--- src/rtl/const_bit_extractor.sv ---
// Repacks DWIDTH-bit FIFO words LSB-first into per-tone groups of 0..MAXB bits
// for the constellation mapper; unused bits carry over to the next tone.
module const_bit_extractor #(
  parameter int DWIDTH = 8,
  parameter int MAXB   = 15,
  parameter int BWIDTH = 4,
  parameter int CWIDTH = 5
) (
  input  logic              clk,
  input  logic              reset,
  input  logic              one_available_i,
  input  logic              two_available_i,
  input  logic [DWIDTH-1:0] fifo_data_i,
  output logic              fifo_re_o,
  input  logic              req_i,
  input  logic [BWIDTH-1:0] bits_i,
  input  logic              flush_i,
  output logic [MAXB-1:0]   data_o,
  output logic              valid_o,
  output logic              busy_o,
  output logic [CWIDTH-1:0] bits_avail_o
);

  localparam int AW = MAXB - 1 + DWIDTH;

  typedef enum logic [1:0] {S_IDLE, S_CHECK, S_READ, S_CAPT} state_t;

  state_t            state_q, state_d;
  logic [AW-1:0]     acc_q, acc_d;
  logic [CWIDTH-1:0] cnt_q, cnt_d;
  logic [BWIDTH-1:0] b_q, b_d;
  logic [MAXB-1:0]   data_q, data_d;
  logic              valid_q, valid_d;
  logic              re_q, re_d;
  logic              unused_s;

  // Reserved for a future read-ahead path.
  assign unused_s = two_available_i;

  function automatic logic [AW-1:0] low_mask(input logic [BWIDTH-1:0] n);
    low_mask = (AW'(1) << n) - AW'(1);
  endfunction

  // Next-state and datapath update; flush outranks everything but reset.
  always_comb begin
    state_d = state_q;
    acc_d   = acc_q;
    cnt_d   = cnt_q;
    b_d     = b_q;
    data_d  = data_q;
    valid_d = 1'b0;
    re_d    = 1'b0;
    if (flush_i) begin
      state_d = S_IDLE;
      acc_d   = '0;
      cnt_d   = '0;
    end else begin
      case (state_q)
        S_IDLE: begin
          if (req_i) begin
            b_d     = (32'(bits_i) > MAXB) ? BWIDTH'(MAXB) : bits_i;
            state_d = S_CHECK;
          end else begin
            state_d = S_IDLE;
          end
        end
        S_CHECK: begin
          if (cnt_q >= CWIDTH'(b_q)) begin
            data_d  = MAXB'(acc_q & low_mask(b_q));
            acc_d   = acc_q >> b_q;
            cnt_d   = cnt_q - CWIDTH'(b_q);
            valid_d = 1'b1;
            state_d = S_IDLE;
          end else if (one_available_i) begin
            // fifo_re_o is registered, so it is raised on entry to READ.
            re_d    = 1'b1;
            state_d = S_READ;
          end else begin
            state_d = S_CHECK;
          end
        end
        S_READ: begin
          state_d = S_CAPT;
        end
        S_CAPT: begin
          acc_d   = acc_q | (AW'(fifo_data_i) << cnt_q);
          cnt_d   = cnt_q + CWIDTH'(DWIDTH);
          state_d = S_CHECK;
        end
        default: begin
          state_d = S_IDLE;
        end
      endcase
    end
  end

  // State and output registers.
  always_ff @(posedge clk or posedge reset) begin
    if (reset) begin
      state_q <= S_IDLE;
      acc_q   <= '0;
      cnt_q   <= '0;
      b_q     <= '0;
      data_q  <= '0;
      valid_q <= 1'b0;
      re_q    <= 1'b0;
    end else begin
      state_q <= state_d;
      acc_q   <= acc_d;
      cnt_q   <= cnt_d;
      b_q     <= b_d;
      data_q  <= data_d;
      valid_q <= valid_d;
      re_q    <= re_d;
    end
  end

  assign fifo_re_o    = re_q;
  assign data_o       = data_q;
  assign valid_o      = valid_q;
  assign busy_o       = (state_q != S_IDLE);
  assign bits_avail_o = cnt_q;

endmodule

--- config.mk ---
export PLATFORM = sky130hd
export DESIGN_NAME = const_bit_extractor
export DESIGN_NICKNAME = d
export VERILOG_FILES = /design/src/rtl/const_bit_extractor.sv
export SDC_FILE = /design/constraint.sdc
export NUM_CORES = 1
export LEC_CHECK = 0
export BUFFER_PORTS_ARGS = -buffer_cell sky130_fd_sc_hd__buf_4
export CORE_MARGIN = 2
export CORE_UTILIZATION = 55
export CTS_CLUSTER_SIZE = 16
export DETAILED_ROUTE_END_ITERATION = 7
export PLACE_DENSITY_LB_ADDON = 0.15
export SYNTH_ARGS = -nofsm -noshare
export SYNTH_HDL_FRONTEND = slang
export SYNTH_SLANG_ARGS = --single-unit
--- constraint.sdc ---
create_clock -name clk -period 7.6 [get_ports clk]
set_input_delay 1.52 -clock clk [delete_from_list [all_inputs] [get_ports clk]]
set_output_delay 1.52 -clock clk [all_outputs]
set_load 0.02 [all_outputs]
* Word-level counts from Yosys, hierarchy flattened
Index checks and enable logic that the tools add are counted. Widths: inputs -> output; s select.
Operators by class: add/sub/neg operators 3, multiply operators 0, div/mod/pow operators 0, order comparisons 1, eq/ne operators 4, shifts and indexed selects 3, mux-type cells 18, bitwise operators 3, reduce and logical (&&, ||, !) cells 6
Operators by type and width (number):
- $mux 22 | 2
- $pmux 22 s2 | 1
- $or 22x22->22 | 1
- $shl 8x5->22 | 1
- $shr 22x4->22 | 1
- $and 15x15->15 | 1
- $shl 1x4->15 const A | 1
- $sub 15x2->15 const B | 1
- $mux 5 | 2
- $pmux 5 s2 | 1
- $mux 1 | 8
- $pmux 2 s4 | 1
- $mux 2 | 3
- $reduce_and 3->1 | 2
- $add 5x4->5 const B | 1
- $ge 5x4->1 | 1
- $sub 5x4->5 | 1
- $eq 2x2->1 const B | 2
- $ne 3x3->1 const B | 1
- $reduce_bool 3->1 | 1
- $eq 2x1->1 const B | 1
- $logic_not 2->1 | 1
- $reduce_and 2->1 | 1
- $reduce_bool 2->1 | 1
- $not 1->1 | 1
Storage, ports and cells: register bits 50, latch bits 0, RAM bits 0, memory bits (read-only) 0, input port bits 18, memories 0

* Depth between registers and ports, before layout
Gate-level depths: netlist of run 1.
depth in word-level cells 4, gate-level depth with buffers 12

* Worst setup path after synthesis of run 1
OpenSTA, ideal clock, no wires.
path type input-to-reg, from input fifo_data_i[5], to register acc_q[16], setup time 0.121 ns, arrival time 2.552 ns, required time 7.479 ns, setup slack 4.927 ns, stages 5, buffers on the path 0, cells stage by stage mux2_1 > a311oi_1 > a2bb2oi_1 > o22ai_1 > a22o_1
On the way: word-level cells in the longest chain between the ends 4
RTL lines:
- start: declaration | RTL line 13 | input logic [DWIDTH-1:0] fifo_data_i,
- $shl 8x5->22 | RTL line 86 | acc_d = acc_q | (AW'(fifo_data_i) << cnt_q);
- $or 22x22->22 | RTL line 86
- $pmux 22 s2 | RTL line 58 | case (state_q)
- $mux 22 | RTL line 53 | if (flush_i) begin
- end signal: assignment | RTL line 101 | acc_q <= '0;
- end signal: assignment | RTL line 109 | acc_q <= acc_d;
- end: declaration | RTL line 29 | logic [AW-1:0] acc_q, acc_d;
No other way between the ends. A chain may end at the register's enable or synchronous reset.

* Final worst setup path of run 1
from register b_q[3], to register acc_q[1]
On the way: word-level cells in the longest chain between the ends 4, elaborated cells between the ends (all ways) 7
RTL lines:
- start: declaration | RTL line 31 | logic [BWIDTH-1:0] b_q, b_d;
- start signal: assignment | RTL line 103 | b_q <= '0;
- start signal: assignment | RTL line 111 | b_q <= b_d;
- $shr 22x4->22 | RTL line 70 | acc_d = acc_q >> b_q;
- $mux 22 | RTL line 68 | if (cnt_q >= CWIDTH'(b_q)) begin
- $pmux 22 s2 | RTL line 58
- $mux 22 | RTL line 53
Parallel ways exist; a longest one is shown, timed or not. The select of a mux whose other input is x is not followed.

==> results.sh, run 1 <==
export IMPL_synthXorXnorAreaFrac=0.00414
export IMPL_synth_simple_area_share=0.167
export IMPL_period_share=0.474
export IMPL_synth_edf_count=0
export IMPL_cts_root_buf="clkbuf_8"
export IMPL_area_growth_pct=8.01
export IMPL_io_buffers=39
export IMPL_viasPerCell=6.69
export IMPL_drive_above_1_share=0.190
export IMPL_slew_viol_final=0
export IMPL_pre_cts_ws_ns=4.06
export IMPL_antenna_cells=0
export IMPL_critPathArrivalTime_ns=3.82
export IMPL_rsz0062_at_grt="no"
export IMPL_pwr_density_cell_nw_per_um2=281
export IMPL_synth_nets=491
export IMPL_path_clk_slew_ns=0.10
export IMPL_fin_setup_tns_ns=0
export IMPL_drc=0
export IMPL_final_antenna_net_count=0
export IMPL_synth_top_family_by_area="compound AO/OA/AOI/OAI gates"
export IMPL_peakVddDrop_mv=0.218
export IMPL_final_common_cell="nand2_1"
export IMPL_cts_max_path_buffers=2
export IMPL_h_tree_depth=2
export IMPL_synth_adder_area_share=0.0195
export IMPL_ys_seq_elements=50
export IMPL_leakage_uw=0.00189
export IMPL_syn_area_per_cell_um2=9.07
export IMPL_die_x_um=91.8
export IMPL_hold_buffers=0
export IMPL_grt_total_usage=0.276
export IMPL_status="finished clean"
export IMPL_grt_max_degree=51
export IMPL_grt_pass1_vias=3601
export IMPL_fin_crit_ns=3.60
export IMPL_syn_area_um2=4240
export IMPL_vias=3876
export IMPL_clkSinkCount=50
export IMPL_cp_max_fo=31
export IMPL_synth_cell_type_count=70
export IMPL_cts_buffers=5
export IMPL_postCtsSetupBuffers=0
export IMPL_setup_viol=0
export IMPL_synth_ff_type="dfrtp_1"
export IMPL_ys_warn_count=0
export IMPL_gp_congestion=0.926
export IMPL_synth_compound_area_share=0.232
export IMPL_timing_hold_ws_ns=0.485
export IMPL_finClkSkew_ns=0.00616
export IMPL_endpoint_kind="register"
export IMPL_hp_class="reg -> reg"
export IMPL_fp_row_count=31
export IMPL_antenna_found_initial=0
export IMPL_stdcell_area_um2=4570
export IMPL_synthArstFlopShare=1.00
export IMPL_dieArea_um2=8420
export IMPL_path_cells="inv_1 > ha_1 > o21a_1 > o31a_1 > o21ai_1 > o21ai_0 > a211oi_1"
export IMPL_cts_tree="yes"
export IMPL_worstSetupStartpointType="register"
export IMPL_critPathKind="reg -> reg"
export IMPL_cpMaxStageDelayCell="dfrtp_1"
export IMPL_initial_core_util=0.575
export IMPL_syn_inst=467
export IMPL_hold_viol_final=0
export IMPL_synthMuxAreaShare=0.221
export IMPL_dpl_cell_area_um2=4480
export IMPL_coreArea_um2=7370
export IMPL_slowest_delay_ns=1.02
export IMPL_grt_pass1_wl_um=18600
export IMPL_max_freq_mhz=278
export IMPL_dpl_hpwl_um=7910
export IMPL_io_pins=41
export IMPL_die_y_um=91.8
export IMPL_yosysSeqAreaShare=0.295
export IMPL_layout_common_cells="nand2_1, dfrtp_1, buf_4"
export IMPL_crit_required_ns=7.82
export IMPL_first_pass_iters=5
export IMPL_drtIter0Drc=368
export IMPL_slew_headroom=0.317
export IMPL_cap_violations=0
export IMPL_wire_per_inst_um=19.4
export IMPL_fin_nets=503
export IMPL_worstMarginPinSlew_ns=1.02
export IMPL_cts_resized=0
export IMPL_wl_um=11200
export IMPL_final_setup_worst_slack_ns=4.00
export IMPL_grt_ovfl_total=0
export IMPL_insertion_delay_ns=0.31
-- path summary, 6_finish.rpt --
check | start | endpoint | slack [ns] | cells after the start
setup / recovery | b_q[3]$_DFFE_PP0P_ | acc_q[1]$_DFFE_PP0P_ | 4.00 | 7
hold / removal | data_o[9]$_DFFE_PP0P_ | data_o[9]$_DFFE_PP0P_ | 0.49 | 2
setup reg to reg | b_q[3]$_DFFE_PP0P_ | acc_q[1]$_DFFE_PP0P_ | 4.00 | 7
hold reg to reg | data_o[9]$_DFFE_PP0P_ | data_o[9]$_DFFE_PP0P_ | 0.49 | 2
max in group asynchronous | reset | b_q[1]$_DFFE_PP0P_ | 5.76 | 3
min in group asynchronous | reset | fifo_re_o$_DFF_PP0_ | 1.37 | 3
-- cells in the mapped netlist, drive strengths merged, types with 4 or more instances --
master,n,area share
o31ai,6,0.011
clkbuf,17,0.015
nand2,61,0.054
nand3b,4,0.0071
nand3,13,0.015
a221o,10,0.024
o21ai,44,0.053
and3,5,0.0074
mux2i,24,0.057
dfrtp,50,0.30
nor3,10,0.012
inv,14,0.012
o21a,5,0.0089
ha,5,0.015
a31oi,4,0.0059
a21oi,28,0.033
mux2,7,0.019
nor2,36,0.033
nand4,4,0.0059
nor3b,4,0.0083
a22o,6,0.012
a21o,4,0.0071
a211oi,8,0.014
buf,21,0.033
mux4,27,0.15
-- critical path, delay by kind of cell, from the launching register on --
| kind | cells | cell delay, ns |
|---|---|---|
| buffers and inverters | 1 | 0.47 |
| DFF | 1 | 1.02 |
| AOI/OAI and AO/OA | 5 | 1.53 |
| adders and majority gates | 1 | 0.48 |
-- layer usage --
metal / track usage / routed length (µm) / vias to the layer above
li1: - / - / 1796
met5: 0 / 0 / -
met1: 0.402 / 4900 / 1870
met3: 0.0403 / 876 / 24
met2: 0.422 / 5180 / 186
met4: 0.0945 / 262 / 0
-- logic make-up (layout without fill, tap and decap cells) --
kind of cell               count (synthesis)  after routing
xor gates and xnor gates                   2              2
DFF                                       50             50
and+or+nand+nor                          152            152
buffers and inverters                     53             66
adders and majority gates                  6              6
AOI/OAI and AO/OA                        146            146
muxes                                     58             58
-- final cells by class --
class	instances	area [µm²]
Timing Repair Buffer	43	323
Inverter	15	56.3
Sequential cell	50	1250
Multi-Input combinational cell	364	2720
Clock inverter	2	12.5
Clock buffer	6	82.6
Fill cell	672	2800
Tap cell	99	124
-- flip-flops by register name (all words and copies together) (netlist names) --
register and count:
acc_q 22, valid_o 1, bits_avail_o 5, b_q 4, fifo_re_o 1, state_q 2
data_o 15
-- metrics by stage --
step | cells | power, µW | utilization
3_5_place_dp | 571 | 1110 | 0.608
6_report | 579 | 1290 | 0.621
2_1_floorplan | 467 | 958 | -
5_1_grt | 579 | 1380 | 0.621
3_3_place_gp | 571 | 1100 | 0.608
4_1_cts | 579 | 1280 | 0.621
-- power breakdown --
| part | internal (µW) | switching [µW] | total (µW) | leakage [µW] |
|---|---|---|---|---|
| clock | 73.5 | 96.9 | 170 | 0.0000472 |
| combinational | 289 | 390 | 679 | 0.00116 |
| sequential | 307 | 129 | 437 | 0.000681 |
| total | 670 | 616 | 1290 | 0.00189 |
(Power assumes the default switching activity.)
==> run 2: changes to the inputs <==
==> constraint.sdc (replaced) <==
create_clock -name clk -period 3.56 [get_ports clk]
set_input_delay 0.712 -clock clk [delete_from_list [all_inputs] [get_ports clk]]
set_output_delay 0.712 -clock clk [all_outputs]
set_load 0.02 [all_outputs]
==> results.sh, run 2 (synthesized netlist as in run 1, its figures left out) <==
export IMPL_vias=3924
export IMPL_io_buffers=39
export IMPL_largest_register="acc_q"
export IMPL_cts_max_path_buffers=2
export IMPL_wl_met1_um=5090
export IMPL_insertion_delay_ns=0.32
export IMPL_drive_above_1_share=0.198
export IMPL_cp_max_fo=18
export IMPL_fin_nets=508
export IMPL_crit_required_ns=3.77
export IMPL_final_antenna_net_count=0
export IMPL_rsz0062_at_grt="no"
export IMPL_wire_per_inst_um=19.4
export IMPL_slew_headroom=0.447
export IMPL_leakage_uw=0.00192
export IMPL_viasPerCell=6.72
export IMPL_setup_viol=0
export IMPL_met3_length_um=767
export IMPL_period_share=0.836
export IMPL_maxUsedRoutingLayer="met4"
export IMPL_stdcell_area_um2=4630
export IMPL_drtIter0Drc=419
export IMPL_die_x_um=91.8
export IMPL_pwr_density_cell_nw_per_um2=605
export IMPL_path_clk_slew_ns=0.11
export IMPL_layout_common_cells="nand2_1, dfrtp_1, buf_4"
export IMPL_worstSetupStartpointType="register"
export IMPL_largest_reg_flops=22
export IMPL_initial_core_util=0.575
export IMPL_hold_viol_final=0
export IMPL_cts_root_buf="clkbuf_8"
export IMPL_critPathKind="reg -> reg"
export IMPL_worstMarginPinSlew_ns=0.826
export IMPL_first_pass_iters=5
export IMPL_grt_max_degree=42
export IMPL_finClkSkew_ns=0.0136
export IMPL_hp_class="reg -> reg"
export IMPL_hold_buffers=0
export IMPL_dpl_cell_area_um2=4530
export IMPL_cts_buffers=5
export IMPL_h_tree_depth=2
export IMPL_coreArea_um2=7370
export IMPL_cts_tree="yes"
export IMPL_status="finished clean"
export IMPL_critPathArrivalTime_ns=3.18
export IMPL_slew_viol_final=0
export IMPL_endpoint_kind="register"
export IMPL_antenna_cells=0
export IMPL_final_common_cell="nand2_1"
export IMPL_max_freq_mhz=336
export IMPL_wl_um=11300
export IMPL_dieArea_um2=8420
export IMPL_gp_congestion=0.919
export IMPL_area_growth_pct=9.28
export IMPL_grt_pass1_vias=3584
export IMPL_dpl_hpwl_um=8170
export IMPL_fin_crit_ns=2.98
export IMPL_timing_hold_ws_ns=0.486
export IMPL_met2_length_um=5260
export IMPL_drc=0
export IMPL_clkSinkCount=50
export IMPL_antenna_found_initial=0
export IMPL_fin_setup_tns_ns=0
export IMPL_cts_resized=0
export IMPL_cap_violations=0
export IMPL_peakVddDrop_mv=0.445
export IMPL_fp_row_count=31
export IMPL_io_pins=41
export IMPL_grt_pass1_wl_um=18800
export IMPL_die_y_um=91.8
export IMPL_grt_total_usage=0.277
export IMPL_num_fill_cells=659
export IMPL_postCtsSetupBuffers=0
export IMPL_grt_ovfl_total=0
==> run 2: final timing paths <==
check | start | slack [ns] | endpoint | depth (start not counted)
setup / recovery | b_q[2]$_DFFE_PP0P_ | 0.58 | acc_q[10]$_DFFE_PP0P_ | 7
hold / removal | data_o[9]$_DFFE_PP0P_ | 0.49 | data_o[9]$_DFFE_PP0P_ | 2
setup reg to reg | b_q[2]$_DFFE_PP0P_ | 0.58 | acc_q[10]$_DFFE_PP0P_ | 7
hold reg to reg | data_o[9]$_DFFE_PP0P_ | 0.49 | data_o[9]$_DFFE_PP0P_ | 2
max in group asynchronous | reset | 2.34 | data_o[14]$_DFFE_PP0P_ | 3
min in group asynchronous | reset | 0.51 | b_q[0]$_DFFE_PP0P_ | 2
==> run 2: area by class of cell <==
type	count	area, µm²	share of cell area
flip-flops and latches	50	1250	0.271
inverters	15	56.3	0.0122
clock buffers	6	82.6	0.0178
repair buffers	48	373	0.0806
clock inverters	2	16.3	0.00351
multi-input cells	364	2720	0.589
well taps	99	124	0.0268
==> run 2: critical path, stage by stage, from the launching register on <==
cell	delay [ns]
dfrtp_1	0.73
inv_2	0.32
ha_1	0.43
o21a_1	0.22
o31a_1	0.16
o21ai_2	0.36
inv_1	0.26
a221o_1	0.37
==> run 2: metrics by stage <==
step	power (µW)	utilization	instances	setup WS [ns]
6_report	2800	0.628	584	0.583
2_1_floorplan	2050	-	467	1.03
3_3_place_gp	2380	0.615	576	0.680
4_1_cts	2770	0.628	584	0.623
3_5_place_dp	2400	0.615	576	0.665
5_1_grt	2990	0.628	584	0.363
==> run 2: routing by layer <==
| metal | vias to the layer above | global-route usage |
|---|---|---|
| met3 | 21 | 0.0378 |
| met4 | 0 | 0.0858 |
| li1 | 1805 | - |
| met5 | - | 0 |
| met1 | 1915 | 0.413 |
| met2 | 183 | 0.423 |
==> run 2: where the power goes <==
group          internal [µW]  switching [µW]  total [µW]
Clock                    161             217         377
Sequential               658             189         847
Combinational            645             929        1570
